<file path="config.mk">
export PLATFORM = sky130hd
export DESIGN_NAME = wbc_pvic
export DESIGN_NICKNAME = d
export VERILOG_FILES = /design/src/rtl/wbc_pvic_pkg.sv /design/src/rtl/wbc_pvic_arb.sv /design/src/rtl/wbc_pvic.sv
export SDC_FILE = /design/constraint.sdc
export NUM_CORES = 1
export LEC_CHECK = 0
export CORE_UTILIZATION = 23
export DETAILED_ROUTE_END_ITERATION = 16
export DONT_BUFFER_PORTS = 1
export PLACE_DENSITY_LB_ADDON = 0.25
export REMOVE_ABC_BUFFERS = 1
export SETUP_SLACK_MARGIN = 0.3
export SYNTH_ARGS = -nofsm -noshare
export SYNTH_HDL_FRONTEND = slang
export SYNTH_SLANG_ARGS = --single-unit
export TNS_END_PERCENT = 10
</file>
<file path="constraint.sdc">
create_clock -name wb_clk_i -period 1.8 [get_ports wb_clk_i]
set_clock_uncertainty 0.1 [all_clocks]
set_input_delay 0.18 -clock wb_clk_i [delete_from_list [all_inputs] [get_ports wb_clk_i]]
set_output_delay 0.18 -clock wb_clk_i [all_outputs]
set_load 0.005 [all_outputs]
</file>
<file path="src/rtl/wbc_pvic_pkg.sv">
// Shared definitions for the parametrised vectored interrupt controller.
//  vi_state_t : vector fetch handshake states
//  REG_MASK / REG_PEND : Wishbone register offsets (wb_adr_i)
//  ptr_w()    : width of a channel index, at least one bit
package wbc_pvic_pkg;

    typedef enum logic [1:0] {
        VI_IDLE = 2'd0,
        VI_ACK  = 2'd1,
        VI_DROP = 2'd2
    } vi_state_t;

    localparam logic REG_MASK = 1'b0;
    localparam logic REG_PEND = 1'b1;

    function automatic int ptr_w(input int n);
        return (n > 1) ? $clog2(n) : 1;
    endfunction

endpackage

</file>
<file path="src/rtl/wbc_pvic_arb.sv">
// Combinational interrupt arbiter.
//  req    : pending requests (already masked)
//  ptr    : round-robin start index (ignored when RR=0)
//  valid  : at least one request pending
//  winner : granted channel index
// RR=0 grants the lowest set index. RR=1 first looks at indices >= ptr,
// then wraps to the whole vector, so the first hit of the second pass is
// the lowest index below ptr.
module pvic_arb #(
    parameter int N  = 3,
    parameter bit RR = 1'b0,
    parameter int PW = 2
) (
    input  logic [N-1:0]  req,
    input  logic [PW-1:0] ptr,
    output logic          valid,
    output logic [PW-1:0] winner
);

    always_comb begin
        valid  = 1'b0;
        winner = '0;
        for (int i = 0; i < N; i++) begin
            if (!valid && req[i] && (!RR || (PW'(i) >= ptr))) begin
                valid  = 1'b1;
                winner = PW'(i);
            end
        end
        if (RR) begin
            for (int i = 0; i < N; i++) begin
                if (!valid && req[i]) begin
                    valid  = 1'b1;
                    winner = PW'(i);
                end
            end
        end
    end

endmodule

</file>
<file path="src/rtl/wbc_pvic.sv">
// Parametrised vectored interrupt controller.
//  wb_*     : register port; adr 0 = enable mask (R/W), adr 1 = pending (RO)
//  vi_stb_i/vi_una_i : CPU vector fetch strobe and address-less read qualifier
//  vi_ack_o/vi_dat_o : one-cycle fetch ack and returned vector / una word
//  vi_irq_o : registered OR of masked requests
//  rsel     : word returned on una reads
//  ivec     : per-channel vectors, channel k at ivec[16k +: 16]
//  ireq     : level requests; iack : one-cycle grant pulse, aligned with vi_ack_o
module wbc_pvic
    import wbc_pvic_pkg::*;
#(
    parameter int          N        = 3,
    parameter bit          RR       = 1'b0,
    parameter logic [15:0] ENA_RST  = 16'hFFFF,
    parameter logic [15:0] SPUR_VEC = 16'o0
) (
    input  logic            wb_clk_i,
    input  logic            wb_rst_i,
    input  logic            wb_adr_i,
    input  logic [15:0]     wb_dat_i,
    output logic [15:0]     wb_dat_o,
    input  logic            wb_cyc_i,
    input  logic            wb_stb_i,
    input  logic            wb_we_i,
    input  logic [1:0]      wb_sel_i,
    output logic            wb_ack_o,
    input  logic            vi_stb_i,
    input  logic            vi_una_i,
    output logic            vi_ack_o,
    output logic [15:0]     vi_dat_o,
    output logic            vi_irq_o,
    input  logic [15:0]     rsel,
    input  logic [16*N-1:0] ivec,
    input  logic [N-1:0]    ireq,
    output logic [N-1:0]    iack
);

    localparam int PW = ptr_w(N);

    logic [N-1:0]  mask;
    logic [N-1:0]  pend;
    logic [N-1:0]  mask_nxt;
    logic [15:0]   mask_w16;
    logic [PW-1:0] ptr;
    logic [PW-1:0] win;
    logic          win_vld;
    logic          wb_go;
    vi_state_t     state;

    assign pend  = ireq & mask;
    assign wb_go = wb_stb_i & wb_cyc_i & ~wb_ack_o;

    // Byte-lane merge on the full 16-bit view; bits >= N simply fall away.
    always_comb begin
        mask_w16 = 16'(mask);
        if (wb_sel_i[0]) mask_w16[7:0]  = wb_dat_i[7:0];
        if (wb_sel_i[1]) mask_w16[15:8] = wb_dat_i[15:8];
        mask_nxt = mask_w16[N-1:0];
    end

    pvic_arb #(.N(N), .RR(RR), .PW(PW)) u_arb (
        .req    (pend),
        .ptr    (ptr),
        .valid  (win_vld),
        .winner (win)
    );

    // Register port and interrupt line.
    always_ff @(posedge wb_clk_i) begin
        if (wb_rst_i) begin
            wb_ack_o <= 1'b0;
            wb_dat_o <= '0;
            mask     <= ENA_RST[N-1:0];
            vi_irq_o <= 1'b0;
        end else begin
            vi_irq_o <= |pend;
            wb_ack_o <= wb_go;
            if (wb_go) begin
                if (wb_we_i) begin
                    if (wb_adr_i == REG_MASK) mask <= mask_nxt;
                end else begin
                    wb_dat_o <= (wb_adr_i == REG_MASK) ? 16'(mask) : 16'(pend);
                end
            end
        end
    end

    // Vector fetch handshake. The winner is taken from the pre-write mask
    // because pend is built from the registered mask of this cycle.
    always_ff @(posedge wb_clk_i) begin
        if (wb_rst_i) begin
            state    <= VI_IDLE;
            vi_ack_o <= 1'b0;
            vi_dat_o <= '0;
            iack     <= '0;
            ptr      <= '0;
        end else begin
            case (state)
                VI_IDLE: begin
                    if (vi_stb_i) begin
                        vi_ack_o <= 1'b1;
                        state    <= VI_ACK;
                        if (vi_una_i) begin
                            vi_dat_o <= rsel;
                        end else if (win_vld) begin
                            vi_dat_o  <= ivec[int'(win)*16 +: 16];
                            iack      <= '0;
                            iack[win] <= 1'b1;
                            ptr       <= (int'(win) == N-1) ? '0 : win + 1'b1;
                        end else begin
                            vi_dat_o <= SPUR_VEC;
                        end
                    end
                end
                VI_ACK: begin
                    vi_ack_o <= 1'b0;
                    iack     <= '0;
                    state    <= VI_DROP;
                end
                VI_DROP: begin
                    if (!vi_stb_i) state <= VI_IDLE;
                end
                default: state <= VI_IDLE;
            endcase
        end
    end

endmodule

</file>
==> impl_metrics.csv <==
group,metric,value,unit
status,status,"finished, final reports clean",
critical_path,worstPathRequired,1.85,ns
grt,grt_busiest_layer,"met2",
critical_path,path_cells,"and2_1 -> and2_0 -> buf_4 -> o311ai_1 -> a211oi_1",
clocking,cts_tree,"built",
placed_design,placed_area,1983,µm²
finish,antenna_cells,0,
detailed_routing,ant_nets,0,
floorplanning,dieArea,8447,µm²
critical_path,crit_path_start_kind,"flip-flop",
detailed_routing,initialDrtViolationCount,85,
finish,fillers,868,
finish,final_common_cell,"dfxtp_1",
critical_path,end_kind,"flip-flop",
critical_path,crit_slowest_cell,"o311ai_1",
sta,hold_viol_final,0,
sta,fin_crit_sh,87.25,%
synthesis,syn_area,1859,µm²
detailed_routing,wire_per_inst,17.57,µm
grt,grt_use_met1,17.81,%
power_and_ir_drop,powerDensity,749.1,nW/µm²
synthesis,ys_types,36,
finish,fin_area,2202,µm²
critical_path,crit_fanout,5,
sta,setup_viol,0,
synthesis,yosysWarnings,0,
clocking,clk_latency,0.28,ns
detailed_routing,vias_per_cell,5.068,
detailed_routing,dr.pass1.iters,6,
clocking,cts_buffers,5,
clocking,path_clk_slew,0.07,ns
detailed_routing,post-route-drc-count,0,
detailed_routing,via_count,1713,
clocking,root_buffer,"clkbuf_8",
floorplanning,fp.coreArea,7767,µm²
synthesis,ys_seq_area_share,32.30,%
clocking,clock_sinks,30,
synthesis,synthCells,227,
critical_path,reg2reg_depth,5,
grt,grt_pass1_wl,9308,µm
sta,slew_viol_final,0,
flow_run,max_cap_viol_count,0,
grt,grt_max_degree,31,
clocking,h-tree-depth,2,
finish,seqCellArea,606.8,µm²
sta,min_period,1.571,ns
critical_path,slowest_delay,0.39,ns
power_and_ir_drop,vdd.ir_drop.worst,0.1999,mV
floorplanning,die_w,91.91,µm
sta,timing.fmax,0.6367,GHz
power_and_ir_drop,leakagePower,0.8022,nW
finish,fin_nets,328,
floorplanning,die_height,91.91,µm
placed_design,place.port_buffers,0,
grt,antenna_found_initial,0,
floorplanning,rows,32,
placed_design,place_ws,0.01758,ns
finish,area_growth,18.44,%
grt,track_usage,14.53,%
floorplanning,start_util,23.94,%
finish,final_cell_mix,"dfxtp_1 (27), a21oi_1 (22), nor2_1 (22), nand3b_1 (18), a211oi_1 (16)",
synthesis,synth.largest_area_cell,"dfxtp_1",
synthesis,syn_avg_cell_area,8.191,µm²
synthesis,synth_top_area_share,32.30,%
worst_hold_path,min_path_cells,3,
sta,worst_slack,0.2294,ns
critical_path,crit_arrival,1.62,ns
synthesis,synth_seq_cells,30,
finish,multi_input_area,1147,µm²
floorplanning,pin_count,131,
placed_design,gp_congestion,0.7270,
clocking,clk_path_buf_depth,2,
synthesis,synth_area_leaders,"dfxtp_1 (32%), nand3b_1 (7.3%), a211oi_1 (6.5%)",
placed_design,dp_hpwl,4176,µm
worst_hold_path,hp-class,"in2reg",
grt,met3_usage,4.146,%
finish,drive_gt1_share,16.10,%
grt,gr-total-overflow,0,
detailed_routing,wirelength,5938,µm
sta,grt_setup_unrepaired,"yes",
grt,grt_pass1_vias,1761,
grt,met2_usage,24.44,%
critical_path,path_class,"reg2reg",
## state kept, by name (all words and copies together) (netlist names)
signal and flops:
state 2, mask 3, vi_ack_o 1, wb_dat_o 3, vi_irq_o 1, vi_dat_o 16, iack 3, wb_ack_o 1
## worst paths after layout
kind,to,slack [ns],start
worst max-delay path,vi_dat_o[5]$_SDFFE_PP0P_,0.23,mask[2]$_SDFFE_PP1P_
worst min-delay path,wb_dat_o[2]$_SDFFE_PP0P_,0.02,wb_adr_i
worst max register to register,vi_dat_o[5]$_SDFFE_PP0P_,0.23,mask[2]$_SDFFE_PP1P_
worst min register to register,wb_dat_o[2]$_SDFFE_PP0P_,0.38,wb_dat_o[2]$_SDFFE_PP0P_
## logic make-up (layout without fill, tap and decap cells)
group,Yosys count,count (layout),synth area share (%)
simple gates,85,85,26.65
compound gates,76,76,29.81
buf+inv,34,31,10.50
flops,30,30,32.30
other cells,1,13,0.2017
mux,1,1,0.5384
## per-stage QoR
| step | cells | total power [mW] | setup TNS, ns | utilization [%] | hold WS [ns] |
|---|---|---|---|---|---|
| 4_1_cts | 336 | 1.680 | 0 | 28.16 | 0.002025 |
| 5_1_grt | 338 | 1.760 | 0 | 28.35 | 0.02081 |
| 3_5_place_dp | 322 | 1.060 | 0 | 25.53 | 0.1543 |
| 2_1_floorplan | 206 | 0.9433 | -0.1130 | - | 0.1491 |
| 6_report | 338 | 1.650 | 0 | 28.35 | 0.01576 |
| 3_3_place_gp | 322 | 1.052 | 0 | 25.53 | 0.1533 |
## timing repair
action | in CTS | in global routing
pin swaps | 4 | 2
endpoints found under the hold margin | 30 | 0
resized for setup | 15 | 2
hold buffers | 5 | 0
gates cloned | 0 | 0
endpoints found under the setup margin | 19 | 22
buffers inserted | 1 | 2
## report_power, final
group / switching (mW) / internal (mW)
logic: 0.179 / 0.152
clock network: 0.260 / 0.308
registers: 0.0384 / 0.711
total: 0.478 / 1.17
## metal layers
| metal | vias to the layer above | wire length (µm) |
|---|---|---|
| met1 | 784 | 2613 |
| li1 | 830 | - |
| met2 | 92 | 2825 |
| met4 | 0 | 73 |
| met5 | - | 0 |
| met3 | 7 | 425 |
## worst max-delay path: cells and delay by family (launching register included)
kind	cells	cell delay (ns)
AND/OR/NAND/NOR	2	0.31
flip-flops	1	0.34
buffers and inverters	1	0.18
AO/OA/AOI/OAI	2	0.51
## cell usage after synthesis (all sizes together)
master / number
buf: 17
nor2b: 3
a31oi: 1
dfxtp: 30
nand3: 4
nand3b: 18
nand2b: 4
a211o: 3
nand2: 5
or2: 1
nor3: 2
inv: 1
or3b: 1
a22oi: 1
a222oi: 1
and2: 4
and3: 16
conb: 1
a21oi: 22
clkbuf: 16
or3: 1
a21boi: 16
nor2: 23
nor3b: 2
mux2i: 1
a211oi: 16
o311ai: 16
nand4: 1
## layout make-up
| type | count | area share (%) |
|---|---|---|
| inverter | 1 | 0.1705 |
| multi-input combinational | 175 | 52.10 |
| timing repair buffer | 22 | 10.23 |
| sequential | 30 | 27.56 |
| clock inverter | 1 | 0.2273 |
| tap | 102 | 5.795 |
| clock buffer | 7 | 3.920 |
Power figures use the tool's default switching activity.
